<file path="src/rtl/bist_cut_target_if.sv">
// Bus between the BIST engine (master) and the circuit-under-test responder (slave).
// fault_state_dbg exposes the fault FSM state so checkers can bind to it.
interface bist_cut_target_if #(
    parameter int W     = 4,
    parameter int SIG_W = 16
);
    localparam int BW = $clog2(W);

    logic [W-1:0]     drive_i;
    logic             hold_i;
    logic             fault_we_i;
    logic [1:0]       fault_mode_i;
    logic [BW-1:0]    fault_bit_i;
    logic             sig_clr_i;
    logic [W-1:0]     state_o;
    logic [SIG_W-1:0] sig_o;
    logic [7:0]       cycle_cnt_o;
    logic             fault_active_o;
    logic [1:0]       fault_state_dbg;

    modport master (
        output drive_i, hold_i, fault_we_i, fault_mode_i, fault_bit_i, sig_clr_i,
        input  state_o, sig_o, cycle_cnt_o, fault_active_o, fault_state_dbg
    );

    modport slave (
        input  drive_i, hold_i, fault_we_i, fault_mode_i, fault_bit_i, sig_clr_i,
        output state_o, sig_o, cycle_cnt_o, fault_active_o, fault_state_dbg
    );
endinterface

</file>
<file path="src/rtl/bist_cut_target.sv">
// CUT responder for the BIST engine: rotating-XOR state register with run-time fault
// injection, a MISR over the state stream and a saturating update counter.
module bist_cut_target #(
    parameter int               W         = 4,
    parameter int               SIG_W     = 16,
    parameter logic [SIG_W-1:0] MISR_POLY = 16'h1021,
    parameter logic [SIG_W-1:0] MISR_SEED = 16'h0000
) (
    input logic              clk,
    input logic              trst,
    bist_cut_target_if.slave bus
);
    localparam int BW = $clog2(W);

    typedef enum logic [1:0] {
        F_IDLE      = 2'd0,
        F_STUCK     = 2'd1,
        F_FLIP_PEND = 2'd2,
        F_FLIP_DONE = 2'd3
    } fault_state_t;

    fault_state_t     fault_state, fault_next;
    logic             stuck_val;
    logic [BW-1:0]    fault_bit;
    logic [W-1:0]     state_q, state_next, raw;
    logic [SIG_W-1:0] sig_q, misr_next;
    logic [7:0]       cnt_q;
    logic             update;

    assign update = ~bus.hold_i;

    // Fault FSM: a config write always wins over the flip-consumed transition,
    // but the update in the same cycle still sees the old registered state.
    always_comb begin
        fault_next = fault_state;
        if (update && fault_state == F_FLIP_PEND)
            fault_next = F_FLIP_DONE;
        if (bus.fault_we_i) begin
            case (bus.fault_mode_i)
                2'b00:   fault_next = F_IDLE;
                2'b01:   fault_next = F_STUCK;
                2'b10:   fault_next = F_STUCK;
                default: fault_next = F_FLIP_PEND;
            endcase
        end
    end

    always_comb begin
        raw        = {state_q[W-2:0], state_q[W-1]} ^ bus.drive_i;
        state_next = raw;
        case (fault_state)
            F_STUCK:     state_next[fault_bit] = stuck_val;
            F_FLIP_PEND: state_next[fault_bit] = ~raw[fault_bit];
            default:     state_next = raw;
        endcase
    end

    // MISR absorbs the state value as it stood before this update.
    always_comb begin
        misr_next = {sig_q[SIG_W-2:0], 1'b0}
                  ^ (sig_q[SIG_W-1] ? MISR_POLY : '0)
                  ^ SIG_W'(state_q);
    end

    always_ff @(posedge clk or posedge trst) begin
        if (trst) begin
            fault_state <= F_IDLE;
            stuck_val   <= 1'b0;
            fault_bit   <= '0;
        end else begin
            fault_state <= fault_next;
            if (bus.fault_we_i) begin
                stuck_val <= (bus.fault_mode_i == 2'b10);
                fault_bit <= bus.fault_bit_i;
            end
        end
    end

    always_ff @(posedge clk or posedge trst) begin
        if (trst) begin
            state_q <= '0;
            sig_q   <= MISR_SEED;
            cnt_q   <= 8'd0;
        end else begin
            if (update)
                state_q <= state_next;
            if (bus.sig_clr_i) begin
                sig_q <= MISR_SEED;
                cnt_q <= 8'd0;
            end else if (update) begin
                sig_q <= misr_next;
                if (cnt_q != 8'd255)
                    cnt_q <= cnt_q + 8'd1;
            end
        end
    end

    assign bus.state_o         = state_q;
    assign bus.sig_o           = sig_q;
    assign bus.cycle_cnt_o     = cnt_q;
    assign bus.fault_active_o  = (fault_state == F_STUCK) || (fault_state == F_FLIP_PEND);
    assign bus.fault_state_dbg = fault_state;
endmodule

</file>
<file path="src/flat_wrapper.sv">
// flat-port wrapper written by rule: the top's interface ports become plain ports
module bist_cut_target_flat 
#(
    parameter int               W         = 4,
    parameter int               SIG_W     = 16,
    parameter logic [SIG_W-1:0] MISR_POLY = 16'h1021,
    parameter logic [SIG_W-1:0] MISR_SEED = 16'h0000
)
  (clk, trst, bus_drive_i, bus_hold_i, bus_fault_we_i, bus_fault_mode_i, bus_fault_bit_i, bus_sig_clr_i, bus_state_o, bus_sig_o, bus_cycle_cnt_o, bus_fault_active_o, bus_fault_state_dbg);
  bist_cut_target_if #(.W(W), .SIG_W(SIG_W)) bus_i ();
  input logic clk;
  input logic trst;
  input wire logic [$bits(bus_i.drive_i)-1:0] bus_drive_i;
  input wire logic [$bits(bus_i.hold_i)-1:0] bus_hold_i;
  input wire logic [$bits(bus_i.fault_we_i)-1:0] bus_fault_we_i;
  input wire logic [$bits(bus_i.fault_mode_i)-1:0] bus_fault_mode_i;
  input wire logic [$bits(bus_i.fault_bit_i)-1:0] bus_fault_bit_i;
  input wire logic [$bits(bus_i.sig_clr_i)-1:0] bus_sig_clr_i;
  output wire logic [$bits(bus_i.state_o)-1:0] bus_state_o;
  output wire logic [$bits(bus_i.sig_o)-1:0] bus_sig_o;
  output wire logic [$bits(bus_i.cycle_cnt_o)-1:0] bus_cycle_cnt_o;
  output wire logic [$bits(bus_i.fault_active_o)-1:0] bus_fault_active_o;
  output wire logic [$bits(bus_i.fault_state_dbg)-1:0] bus_fault_state_dbg;
  assign bus_i.drive_i = bus_drive_i;
  assign bus_i.hold_i = bus_hold_i;
  assign bus_i.fault_we_i = bus_fault_we_i;
  assign bus_i.fault_mode_i = bus_fault_mode_i;
  assign bus_i.fault_bit_i = bus_fault_bit_i;
  assign bus_i.sig_clr_i = bus_sig_clr_i;
  assign bus_state_o = bus_i.state_o;
  assign bus_sig_o = bus_i.sig_o;
  assign bus_cycle_cnt_o = bus_i.cycle_cnt_o;
  assign bus_fault_active_o = bus_i.fault_active_o;
  assign bus_fault_state_dbg = bus_i.fault_state_dbg;
  bist_cut_target #(.W(W), .SIG_W(SIG_W), .MISR_POLY(MISR_POLY), .MISR_SEED(MISR_SEED)) u_core (.clk(clk), .trst(trst), .bus(bus_i));
endmodule
</file>
<file path="config.mk">
export PLATFORM = sky130hd
export DESIGN_NAME = bist_cut_target_flat
export DESIGN_NICKNAME = d
export VERILOG_FILES = /design/src/rtl/bist_cut_target_if.sv /design/src/rtl/bist_cut_target.sv /design/src/flat_wrapper.sv
export SDC_FILE = /design/constraint.sdc
export NUM_CORES = 1
export LEC_CHECK = 0
export BUFFER_PORTS_ARGS = -buffer_cell sky130_fd_sc_hd__buf_2
export CAP_MARGIN = 20
export CORE_MARGIN = 2
export CORE_UTILIZATION = 47
export CTS_BUF_LIST = sky130_fd_sc_hd__clkbuf_4 sky130_fd_sc_hd__clkbuf_8 sky130_fd_sc_hd__clkbuf_16
export CTS_CLUSTER_DIAMETER = 30
export CTS_CLUSTER_SIZE = 8
export DETAILED_ROUTE_END_ITERATION = 8
export PLACE_DENSITY = 0.75
export REMOVE_ABC_BUFFERS = 1
export SYNTH_ARGS = -nofsm -noshare
export SYNTH_HDL_FRONTEND = slang
export SYNTH_SLANG_ARGS = --single-unit
</file>
<file path="constraint.sdc">
create_clock -name clk -period 1.75 [get_ports clk]
set_clock_uncertainty 0.1 [all_clocks]
set_input_delay 0.175 -clock clk [delete_from_list [all_inputs] [get_ports clk]]
set_output_delay 0.175 -clock clk [all_outputs]
set_load 0.05 [all_outputs]
</file>
==> results by group, run 1 <==
Status
  – Outcome: finished, final reports clean

Timing
  – Worst-margin pin slew: between 400 and 500 ps
  – F_max: approximately 590 MHz
  – Final Max Slew Viols: 0
  – Fin. Hold Viols: 0
  – Max_slew headroom: 71.0%
  – Period minus WS final: around 1700 ps
  – Sum of negative setup slack: 0 ps
  – Final Cycle Share: 97.4%
  – Final setup fails: 0

Logic synthesis
  – Area contributors post-synth: dfrtp_1 49%, mux2i_1 6.5%, ha_1 3.7%
  – Dominant cell type by area after synthesis: dfrtp_1
  – Register area share after synthesis: between 40% and 50%
  – FF+latch count, synth: 33
  – Post-Syn Instances: roughly 160
  – Area of the mapped netlist: approximately 0.0017 mm2
  – Mean Syn Cell Area: ~11 um2
  – Async set-or-reset flop fraction in the synthesized netlist: 100%
  – Unique masters post-synth: 36
  – Top FF cell, synth: dfrtp_1
  – Post-synth EDFFs: 0
  – Share of the synthesized area in the top cell type: 48.7%
  – YS warnings: 0

Global route
  – Largest net degree at the start of global routing: 34
  – Initial antenna violation count: 0
  – First-pass GRT wire length: approximately 5.9 mm
  – GR Overflow Total: 0
  – GRT Util Overall: a little under a fifth
  – Vias in the first global route: 1286

Job
  – Max cap viols: 0

Drt
  – Post-DR vias/cell: roughly 5.3
  – Initial DRC count: 32
  – Average wire per standard cell: between 10 and 15 um
  – Vias: 1366
  – Drt total wl: between 3 and 4 mm
  – ANT nets after route: 0
  – DR pass1 iterations: 4
  – Remaining DRCs: 0

Power and ir drop
  – PD cells: 937 mW/mm2
  – Leakage Power: between 1 and 1.5 nW
  – VDD IR-drop max: slightly above 0.0004 V

Worst setup path
  – WP data required: 1880 ps
  – Critical Path Sink Type: flop
  – Critical path fanouts, max: 4
  – Buf/Inv on CP: 1
  – CP top delay family: compound AO/OA/AOI/OAI gates
  – CP Launch Type: flop
  – Setup CP Type: reg2reg
  – CP peak stage delay: 390 ps
  – Crit path top cell by count: a211o_1
  – CP arrival: roughly 1800 ps
  – Crit path max-delay cell type: dfrtp_1
  – Crit-path cells: buf_4, ha_1, a211o_1, a211o_1, o221a_2

Placement
  – Global placer's final weighted congestion: ~0.83
  – Dpl hpwl: between 2 and 3 mm
  – Placed inst area: just under 0.002 mm2
  – Port buffer count: 43
  – Placed cell count: approximately 250

Clock network
  – CTS tree: yes
  – Num CTS Buffers: 5
  – H-tree levels: 2
  – Clock Sinks: 33
  – Clk buf depth: 2
  – Reg clk slew, reported paths: around 90 ps
  – Clk Latency, worst-skew pair: approximately 340 ps
  – CTS root buf: clkbuf_4

Layout
  – Design area: about 0.0021 mm2
  – Commonest non-fill, non-tap cell in the layout: buf_2
  – Layout cells sized above 1: approximately 31%
  – Area delta synth->final: 22.7%
  – Fin cells: between 200 and 300
  – Fin nets: about 230
  – Most frequent cells in the layout: 43 x buf_2, 33 x dfrtp_1, 16 x nor2_1
  – N_diodes: 0

Floorplanning
  – Core area: 0.00339 mm2
  – Die Ht: 64.1 um
  – Die area: 0.00411 mm2
  – Starting Density: between 50% and 60%
  – # IOs: 44
  – Rows: 21
  – Die width: between 60 and 70 um

Worst hold path
  – Min-Delay Path Class: in2reg
where the power goes:
part,leakage [nW],total [W],switching (W),internal (W)
clock network,0.0354,0.000421,0.000253,0.000168
logic,0.609,0.000627,0.000414,0.000212
registers,0.437,0.000903,0.0000784,0.000825
flip-flops by register name (all words and copies together), names as in the netlist:
| register | count |
|---|---|
| u_core.bus.cycle_cnt_o | 8 |
| u_core.bus.fault_state_dbg | 2 |
| u_core.bus.sig_o | 16 |
| u_core.bus.state_o | 4 |
| u_core.fault_bit | 2 |
| u_core.stuck_val | 1 |
final cells by class:
class	count	area (um2)
clock buffer	6	45.0
fill	286	1310
tap	46	57.6
inverter	6	22.5
timing repair buffer	52	290
sequential	33	826
multi-input combinational	115	831
clock inverter	2	10.0
worst register-to-register path: cells and delay by family (launching register included):
family	cells	cell delay, ps
DFF	1	390
buffers and inverters	1	140
AOI/OAI and AO/OA	3	750
adders and majority gates	1	220
path summary, 6_finish.rpt:
| path | startpoint | to | slack (ps) | depth (start not counted) |
|---|---|---|---|---|
| min in group asynchronous | trst | u_core.bus.sig_o[6]$_DFFE_PP0P_ | 340 | 4 |
| max in group asynchronous | trst | u_core.fault_bit[0]$_DFFE_PP0P_ | 890 | 4 |
| worst max-delay path | u_core.bus.fault_state_dbg[0]$_DFFE_PP0P_ | u_core.bus.state_o[2]$_DFFE_PP0N_ | 40 | 5 |
| worst max register to register | u_core.bus.fault_state_dbg[0]$_DFFE_PP0P_ | u_core.bus.state_o[2]$_DFFE_PP0N_ | 40 | 5 |
| worst min-delay path | bus_fault_we_i | u_core.bus.fault_state_dbg[0]$_DFFE_PP0P_ | 20 | 2 |
| worst min register to register | u_core.stuck_val$_DFFE_PP0P_ | u_core.stuck_val$_DFFE_PP0P_ | 440 | 1 |
cells in the mapped netlist, types with 2 or more instances:
cell type	instances
nor3b_1	2
o221a_2	2
ha_1	5
buf_4	2
nor2_1	16
and3_1	2
mux2i_1	11
a21oi_1	9
mux2_2	3
o21ai_0	3
and4b_1	2
a211oi_1	2
o21bai_1	3
nor2b_1	4
clkbuf_1	4
a211o_1	3
xor2_1	6
inv_1	6
dfrtp_1	33
a311oi_1	3
nand2_1	15
xnor2_1	4
and4_1	2
nand2b_1	4
nor3_1	2
a31oi_1	3
timing repair:
item                                    4_1_cts  5_1_grt
endpoints found under the setup margin        5        1
endpoints found under the hold margin        35        0
buffers inserted                              1        0
pin swaps                                     2        0
resized for setup                             1        1
hold buffers                                  3        0
stage by stage:
step	util, %	power (W)	setup WS (ps)	hold WS (ps)
4_1_cts	61.3	0.00197	82.3	10.7
5_1_grt	61.4	0.00206	-1.85	19.4
3_3_place_gp	58.2	0.00151	52.9	179
2_1_floorplan	-	0.00135	-265	138
6_report	61.4	0.00195	44.9	22.1
3_5_place_dp	58.2	0.00152	-13.4	187
routing by layer:
metal	global-route usage, %	vias to the layer above	routed length [um]
li1	-	677	-
met1	24.2	637	1580
met2	29.2	46	1690
met3	5.11	6	175
met4	10.3	0	80
met5	0	-	0
cells by family after synthesis:
| family | count (synthesis) | synth area share (%) |
|---|---|---|
| XOR/XNOR | 10 | 5.16 |
| adder cells (fa/ha/maj) | 5 | 3.69 |
| AND/OR/NAND/NOR | 52 | 15.5 |
| buffers and inverters | 13 | 3.39 |
| multiplexers | 15 | 9.37 |
| AO/OA/AOI/OAI | 33 | 14.2 |
| flip-flops | 33 | 48.7 |
(Power assumes the default switching activity.)
==> run 2: changes to the inputs <==
--- a/config.mk
+++ b/config.mk
@@ -13,8 +13,8 @@
 export CTS_CLUSTER_DIAMETER = 30
 export CTS_CLUSTER_SIZE = 8
 export DETAILED_ROUTE_END_ITERATION = 8
+export GPL_TIMING_DRIVEN = 0
 export PLACE_DENSITY = 0.75
-export REMOVE_ABC_BUFFERS = 1
 export SYNTH_ARGS = -nofsm -noshare
 export SYNTH_HDL_FRONTEND = slang
 export SYNTH_SLANG_ARGS = --single-unit
==> run 2 against run 1 <==
Sequential share of layout area fell by 0.49 points; die area did not move; design area rose by 1.9%; total power rose by 0.99%; sequential cell count did not move; cell count did not move; maximum frequency rose by 2.1%; largest power group unchanged.
==> results by group, run 2 (synthesis results as in run 1) <==
Worst hold path
  – Min-Delay Path Class: in2reg

Worst setup path
  – Critical Path Sink Type: flop
  – Setup CP Type: reg2reg
  – CP Launch Type: flop
  – Critical path fanouts, max: 7
  – CP peak stage delay: 440 ps
  – WP data required: roughly 1900 ps
  – Crit-path cells: inv_2, ha_4, a211o_4, a2111oi_4, a211oi_1
  – Crit path max-delay cell type: dfrtp_2
  – CP arrival: between 1500 and 2000 ps

Layout
  – Design area: roughly 0.0021 mm2
  – Final Util: 62.6%
  – Layout cells sized above 1: between 30% and 40%
  – Max reg flops: 16
  – N_diodes: 0
  – Fin nets: between 200 and 250
  – Most frequent cells in the layout: 41 x buf_2, 29 x dfrtp_1, 16 x nor2_1
  – Commonest non-fill, non-tap cell in the layout: buf_2
  – Fill count: between 200 and 300
  – Flip-flop and latch area: around 830 um2
  – Area delta synth->final: 25.0%
  – Area of the multi-input gates: approximately 850 um2

Floorplanning
  – Rows: 21
  – Die area: between 0.004 and 0.005 mm2
  – Starting Density: 50.1%
  – Die width: between 60 and 70 um
  – Die Ht: roughly 64 um
  – Core area: ~0.0034 mm2
  – # IOs: 44

Drt
  – Vias: 1365
  – Average wire per standard cell: ~15 um
  – ANT nets after route: 0
  – Initial DRC count: 65
  – Post-DR vias/cell: approximately 5.3
  – Drt total wl: 3.83 mm
  – Remaining DRCs: 0
  – DR pass1 iterations: 4

Timing
  – Worst-margin pin slew: about 660 ps
  – Final Max Slew Viols: 0
  – Max_slew headroom: between 50 and 60%
  – Fin. Hold Viols: 0
  – Final setup fails: 0
  – Period minus WS final: 1670 ps
  – F_max: between 500 and 600 MHz
  – Final Cycle Share: a little over nine tenths

Power and ir drop
  – PD cells: 929 mW/mm2
  – Logic gate share of total power: 32.0%
  – Leakage Power: ~1.1 nW
  – Switching pwr: 0.000759 W
  – Reg power frac: 46.4%
  – Int Power: between 0.001 and 0.0015 W
  – Switch share: around two fifths
  – Clk network pwr share: 21.6%
  – VDD IR-drop max: ~0.00058 V

Clock network
  – Clk buf depth: 2
  – Clk Latency, worst-skew pair: 340 ps
  – Reg clk slew, reported paths: ~100 ps
  – Clock Sinks: 33
  – CTS root buf: clkbuf_4
  – Num CTS Buffers: 5
  – Setup Buffers After CTS: 0
  – CTS tree: yes
  – H-tree levels: 2

Placement
  – Global placer's final weighted congestion: between 0.8 and 0.9
  – Placed inst area: between 0.002 and 0.0025 mm2
  – Port buffer count: between 40 and 50
  – Dpl hpwl: 2.84 mm

Status
  – Outcome: finished, final reports clean

Logic synthesis
  – Post-Syn Nets: 179

Global route
  – Vias in the first global route: between 1000 and 1500
  – First-pass GRT wire length: 6.52 mm
  – GRT Util Overall: slightly above 20%
  – GR Overflow Total: 0
  – Largest net degree at the start of global routing: 21
  – Initial antenna violation count: 0

Job
  – Max cap viols: 0
## run 2: cell count changes in the layout (fill, tap and decap cells not counted), moves of 2 or more
cell | before | now
buf_2 | 43 | 41
buf_4 | 6 | 2
clkbuf_1 | 0 | 4
dfrtp_1 | 33 | 29
dfrtp_2 | 0 | 4
## run 2: what timing repair did
action	in CTS	in global routing
setup endpoints to repair	0	6
gates resized for setup	0	5
hold endpoints to repair	15	0
hold buffers	3	0
## run 2: path summary, 6_finish.rpt
check / from / endpoint / slack (ps) / depth (start not counted)
worst min register to register: u_core.bus.sig_o[9]$_DFFE_PP0P_ / u_core.bus.sig_o[10]$_DFFE_PP0P_ / 450 / 2
min in group asynchronous: trst / u_core.bus.cycle_cnt_o[5]$_DFFE_PP0P_ / 360 / 3
worst min-delay path: bus_fault_mode_i[1] / u_core.bus.fault_state_dbg[0]$_DFFE_PP0P_ / 40 / 3
max in group asynchronous: trst / u_core.bus.fault_state_dbg[1]$_DFFE_PP0P_ / 650 / 4
worst max-delay path: u_core.bus.fault_state_dbg[0]$_DFFE_PP0P_ / u_core.bus.state_o[0]$_DFFE_PP0N_ / 80 / 5
worst max register to register: u_core.bus.fault_state_dbg[0]$_DFFE_PP0P_ / u_core.bus.state_o[0]$_DFFE_PP0N_ / 80 / 5
## run 2: critical path, delay by kind of cell, from the launching register on
family / cells / cell delay (ps)
AO/OA/AOI/OAI: 3 / 710
flip-flops: 1 / 440
adder cells (fa/ha/maj): 1 / 230
buffers and inverters: 1 / 80
## run 2: power by group through the flow
stage          combinational (W)  sequential [W]  clock, W
3_5_place_dp            0.000607        0.000928         0
4_1_cts                 0.000615        0.000913  0.000440
5_1_grt                 0.000680        0.000926  0.000482
2_1_floorplan           0.000269         0.00111         0
3_3_place_gp            0.000588        0.000922         0
6_report                0.000631        0.000914  0.000426
## run 2: through the flow
stage | setup TNS [ps] | total power [W] | hold WS (ps) | setup slack [ps] | instances
global route | -11.5 | 0.00209 | 35.0 | -11.5 | 260
CTS | 0 | 0.00197 | 29.6 | 29.2 | 260
global placement | 0 | 0.00151 | 307 | 100 | 248
finish | 0 | 0.00197 | 45.0 | 80.4 | 260
floorplan | -12.0 | 0.00138 | 204 | -12.0 | 161
detailed placement | 0 | 0.00153 | 193 | 54.2 | 249
## run 2: layout make-up
| class | instances | area share (%) |
|---|---|---|
| timing repair buffer | 45 | 12.5 |
| clock inverter | 2 | 0.472 |
| clock buffer | 6 | 2.12 |
| sequential | 33 | 39.2 |
| multi-input combinational | 115 | 40.3 |
| tap | 46 | 2.71 |
| inverter | 6 | 1.06 |
| buffer | 7 | 1.65 |
## run 2: metal layers
layer	global-route usage [%]	vias to the layer above	share of wire, %
met5	0	-	0
met3	5.99	4	3.9
li1	-	675	-
met1	22.8	660	41
met4	7.88	0	0.65
met2	36.5	26	54
==> run 3: changes to the inputs <==
--- a/config.mk
+++ b/config.mk
@@ -6,15 +6,16 @@
 export NUM_CORES = 1
 export LEC_CHECK = 0
 export BUFFER_PORTS_ARGS = -buffer_cell sky130_fd_sc_hd__buf_2
-export CAP_MARGIN = 20
+export CELL_PAD_IN_SITES_DETAIL_PLACEMENT = 1
+export CELL_PAD_IN_SITES_GLOBAL_PLACEMENT = 2
 export CORE_MARGIN = 2
-export CORE_UTILIZATION = 47
+export CORE_UTILIZATION = 29
 export CTS_BUF_LIST = sky130_fd_sc_hd__clkbuf_4 sky130_fd_sc_hd__clkbuf_8 sky130_fd_sc_hd__clkbuf_16
 export CTS_CLUSTER_DIAMETER = 30
 export CTS_CLUSTER_SIZE = 8
 export DETAILED_ROUTE_END_ITERATION = 8
 export GPL_TIMING_DRIVEN = 0
-export PLACE_DENSITY = 0.75
+export PLACE_DENSITY_LB_ADDON = 0.1
 export SYNTH_ARGS = -nofsm -noshare
 export SYNTH_HDL_FRONTEND = slang
 export SYNTH_SLANG_ARGS = --single-unit
==> run 3 against run 2 <==
Largest cell class unchanged; non-clock buffer count is 3 lower; critical path depth stayed put; total power is 17% higher.
==> results by group, run 3 (synthesis results as in run 1) <==
Worst setup path
  – Crit path max-delay cell type: dfrtp_2
  – Critical R2R Capture: u_core.bus.state_o[0]$_DFFE_PP0N_
  – Crit-path cells: inv_2, ha_4, a211o_1, a2111oi_2, a211oi_1
  – FF-to-FF setup slack: 90 ps
  – CP Launch Type: flop
  – Buf/Inv on CP: 1
  – Worst r2r src: u_core.bus.fault_state_dbg[0]$_DFFE_PP0P_
  – CP top delay family: compound AO/OA/AOI/OAI gates
  – Setup CP Type: reg2reg
  – Critical path fanouts, max: 7
  – Critical Path End: u_core.bus.state_o[0]$_DFFE_PP0N_
  – WP data required: approximately 1800 ps
  – Critical Path Sink Type: flop
  – CP peak stage delay: 430 ps
  – CP arrival: 1730 ps
  – Launch point of the worst path: u_core.bus.fault_state_dbg[0]$_DFFE_PP0P_
  – Worst Reg-to-Reg Cells: 5
  – Worst path depth: 5

Drt
  – Remaining DRCs: 0
  – Vias: 1394
  – Drt total wl: approximately 4.5 mm
  – DR pass1 iterations: 4
  – Initial DRC count: 51
  – ANT nets after route: 0
  – Average wire per standard cell: approximately 16 um
  – Post-DR vias/cell: between 4 and 5

Timing
  – Worst-margin pin slew: 719 ps
  – Fin. Hold Viols: 0
  – F_max: between 600 and 700 MHz
  – Setup WS post-layout: around 94 ps
  – Sum of negative setup slack: 0 ps
  – Max_slew headroom: between 50% and 60%
  – RSZ-0062 raised after global routing: no
  – Final Cycle Share: a little over nine tenths
  – Final Max Slew Viols: 0
  – Period minus WS final: ~1700 ps
  – Final setup fails: 0

Power and ir drop
  – Clk network pwr share: between 30% and 40%
  – PD cells: about 1100 mW/mm2
  – VDD IR-drop max: 0.000378 V
  – Switching pwr: 0.000793 W
  – Reg power frac: a little under 40%
  – Logic gate share of total power: between 20% and 30%
  – Leakage Power: roughly 1.1 nW
  – Switch share: approximately a third
  – Int Power: ~0.0015 W

Layout
  – Commonest non-fill, non-tap cell in the layout: buf_2
  – Most frequent cells in the layout: 42 x buf_2, 29 x dfrtp_1, 16 x nor2_1
  – Max reg flops: 16
  – Area delta synth->final: 26.5%
  – N_diodes: 0
  – Fin nets: around 230
  – Final Util: 38.5%
  – Layout cells sized above 1: around a third

Floorplanning
  – Die Ht: just over 80 um
  – Die area: between 0.006 and 0.007 mm2
  – Rows: 27
  – Die width: 80.5 um
  – Core area: about 0.0056 mm2
  – Starting Density: between 30% and 40%
  – # IOs: 44

Worst hold path
  – Critical hold path startpoint: bus_fault_bit_i[1]
  – Min-Delay Path Class: in2reg

Clock network
  – Num CTS Buffers: 5
  – H-tree levels: 2
  – Clk buf depth: 2
  – CTS tree: yes
  – CTS root buf: clkbuf_8
  – Clock Sinks: 33
  – Reg clk slew, reported paths: approximately 70 ps
  – Setup Buffers After CTS: 0
  – Clk Latency, worst-skew pair: 300 ps

Global route
  – GRT Util Overall: between 10 and 15%
  – GR Overflow Total: 0
  – Largest net degree at the start of global routing: 34
  – Vias in the first global route: around 1500
  – First-pass GRT wire length: between 7 and 8 mm
  – Initial antenna violation count: 0

Job
  – Max cap viols: 0

Placement
  – Port buffer count: 41
  – Dpl hpwl: between 3 and 4 mm
  – Global placer's final weighted congestion: around 0.76
  – Setup Slack @ Placement: ~63 ps

Status
  – Outcome: finished, final reports clean

Logic synthesis
  – Post-Syn Nets: ~180
run 3: cell types whose count changed in the layout (fill, tap and decap cells not counted), sizes merged:
cell	before	now
bufinv	0	1
clkinv	2	0
dlygate4sd3	3	1
run 3: per-stage QoR:
step / cells / hold WS (ps) / instance area, um2 / power [W]
finish: 283 / 18.8 / 2150 / 0.00230
global route: 283 / 24.6 / 2150 / 0.00242
CTS: 282 / 14.2 / 2130 / 0.00232
detailed placement: 274 / 326 / 2010 / 0.00154
global placement: 274 / 308 / 2010 / 0.00153
floorplan: 161 / 204 / 1710 / 0.00138
run 3: area by class of cell:
cell class                      count  area [um2]
Buffer                              7        35.0
Clock buffer                        7        90.1
Clock inverter                      1        30.0
Fill cell                         649        3430
Inverter                            6        22.5
Multi-Input combinational cell    115         833
Sequential cell                    33         831
Tap cell                           72        90.1
Timing Repair Buffer               42         215
run 3: per-layer routing:
| layer | global-route usage (%) | share of wire [%] | vias up | wire length [um] |
|---|---|---|---|---|
| li1 | - | - | 668 | - |
| met1 | 17.8 | 45 | 684 | 2000 |
| met2 | 25.7 | 49 | 34 | 2180 |
| met3 | 4.04 | 4.6 | 8 | 205 |
| met4 | 5.76 | 1.9 | 0 | 86 |
| met5 | 0 | 0 | - | 0 |
run 3: how the worst min path moves through the flow:
stage / end / slack (ps) / depth (start not counted)
after global placement: u_core.fault_bit[0]$_DFFE_PP0P_ / 310 / 2
after floorplan: u_core.bus.cycle_cnt_o[2]$_DFFE_PP0P_ / 200 / 1
after detailed placement: u_core.fault_bit[1]$_DFFE_PP0P_ / 330 / 2
after global routing: u_core.fault_bit[1]$_DFFE_PP0P_ / 20 / 2
final: u_core.fault_bit[1]$_DFFE_PP0P_ / 20 / 2
after CTS: u_core.fault_bit[1]$_DFFE_PP0P_ / 10 / 2
run 3: repair_timing:
| item | in CTS | in global routing |
|---|---|---|
| endpoints found under the hold margin | 0 | 33 |
| endpoints found under the setup margin | 0 | 4 |
| resized for setup | 0 | 2 |
| hold buffers | 0 | 1 |
run 3: power by group through the flow:
stage	combinational, W	clock (W)	sequential (W)
finish	0.000608	0.000781	0.000911
global route	0.000657	0.000838	0.000927
CTS	0.000611	0.000799	0.000914
detailed placement	0.000609	0	0.000930
global placement	0.000598	0	0.000927
floorplan	0.000269	0	0.00111
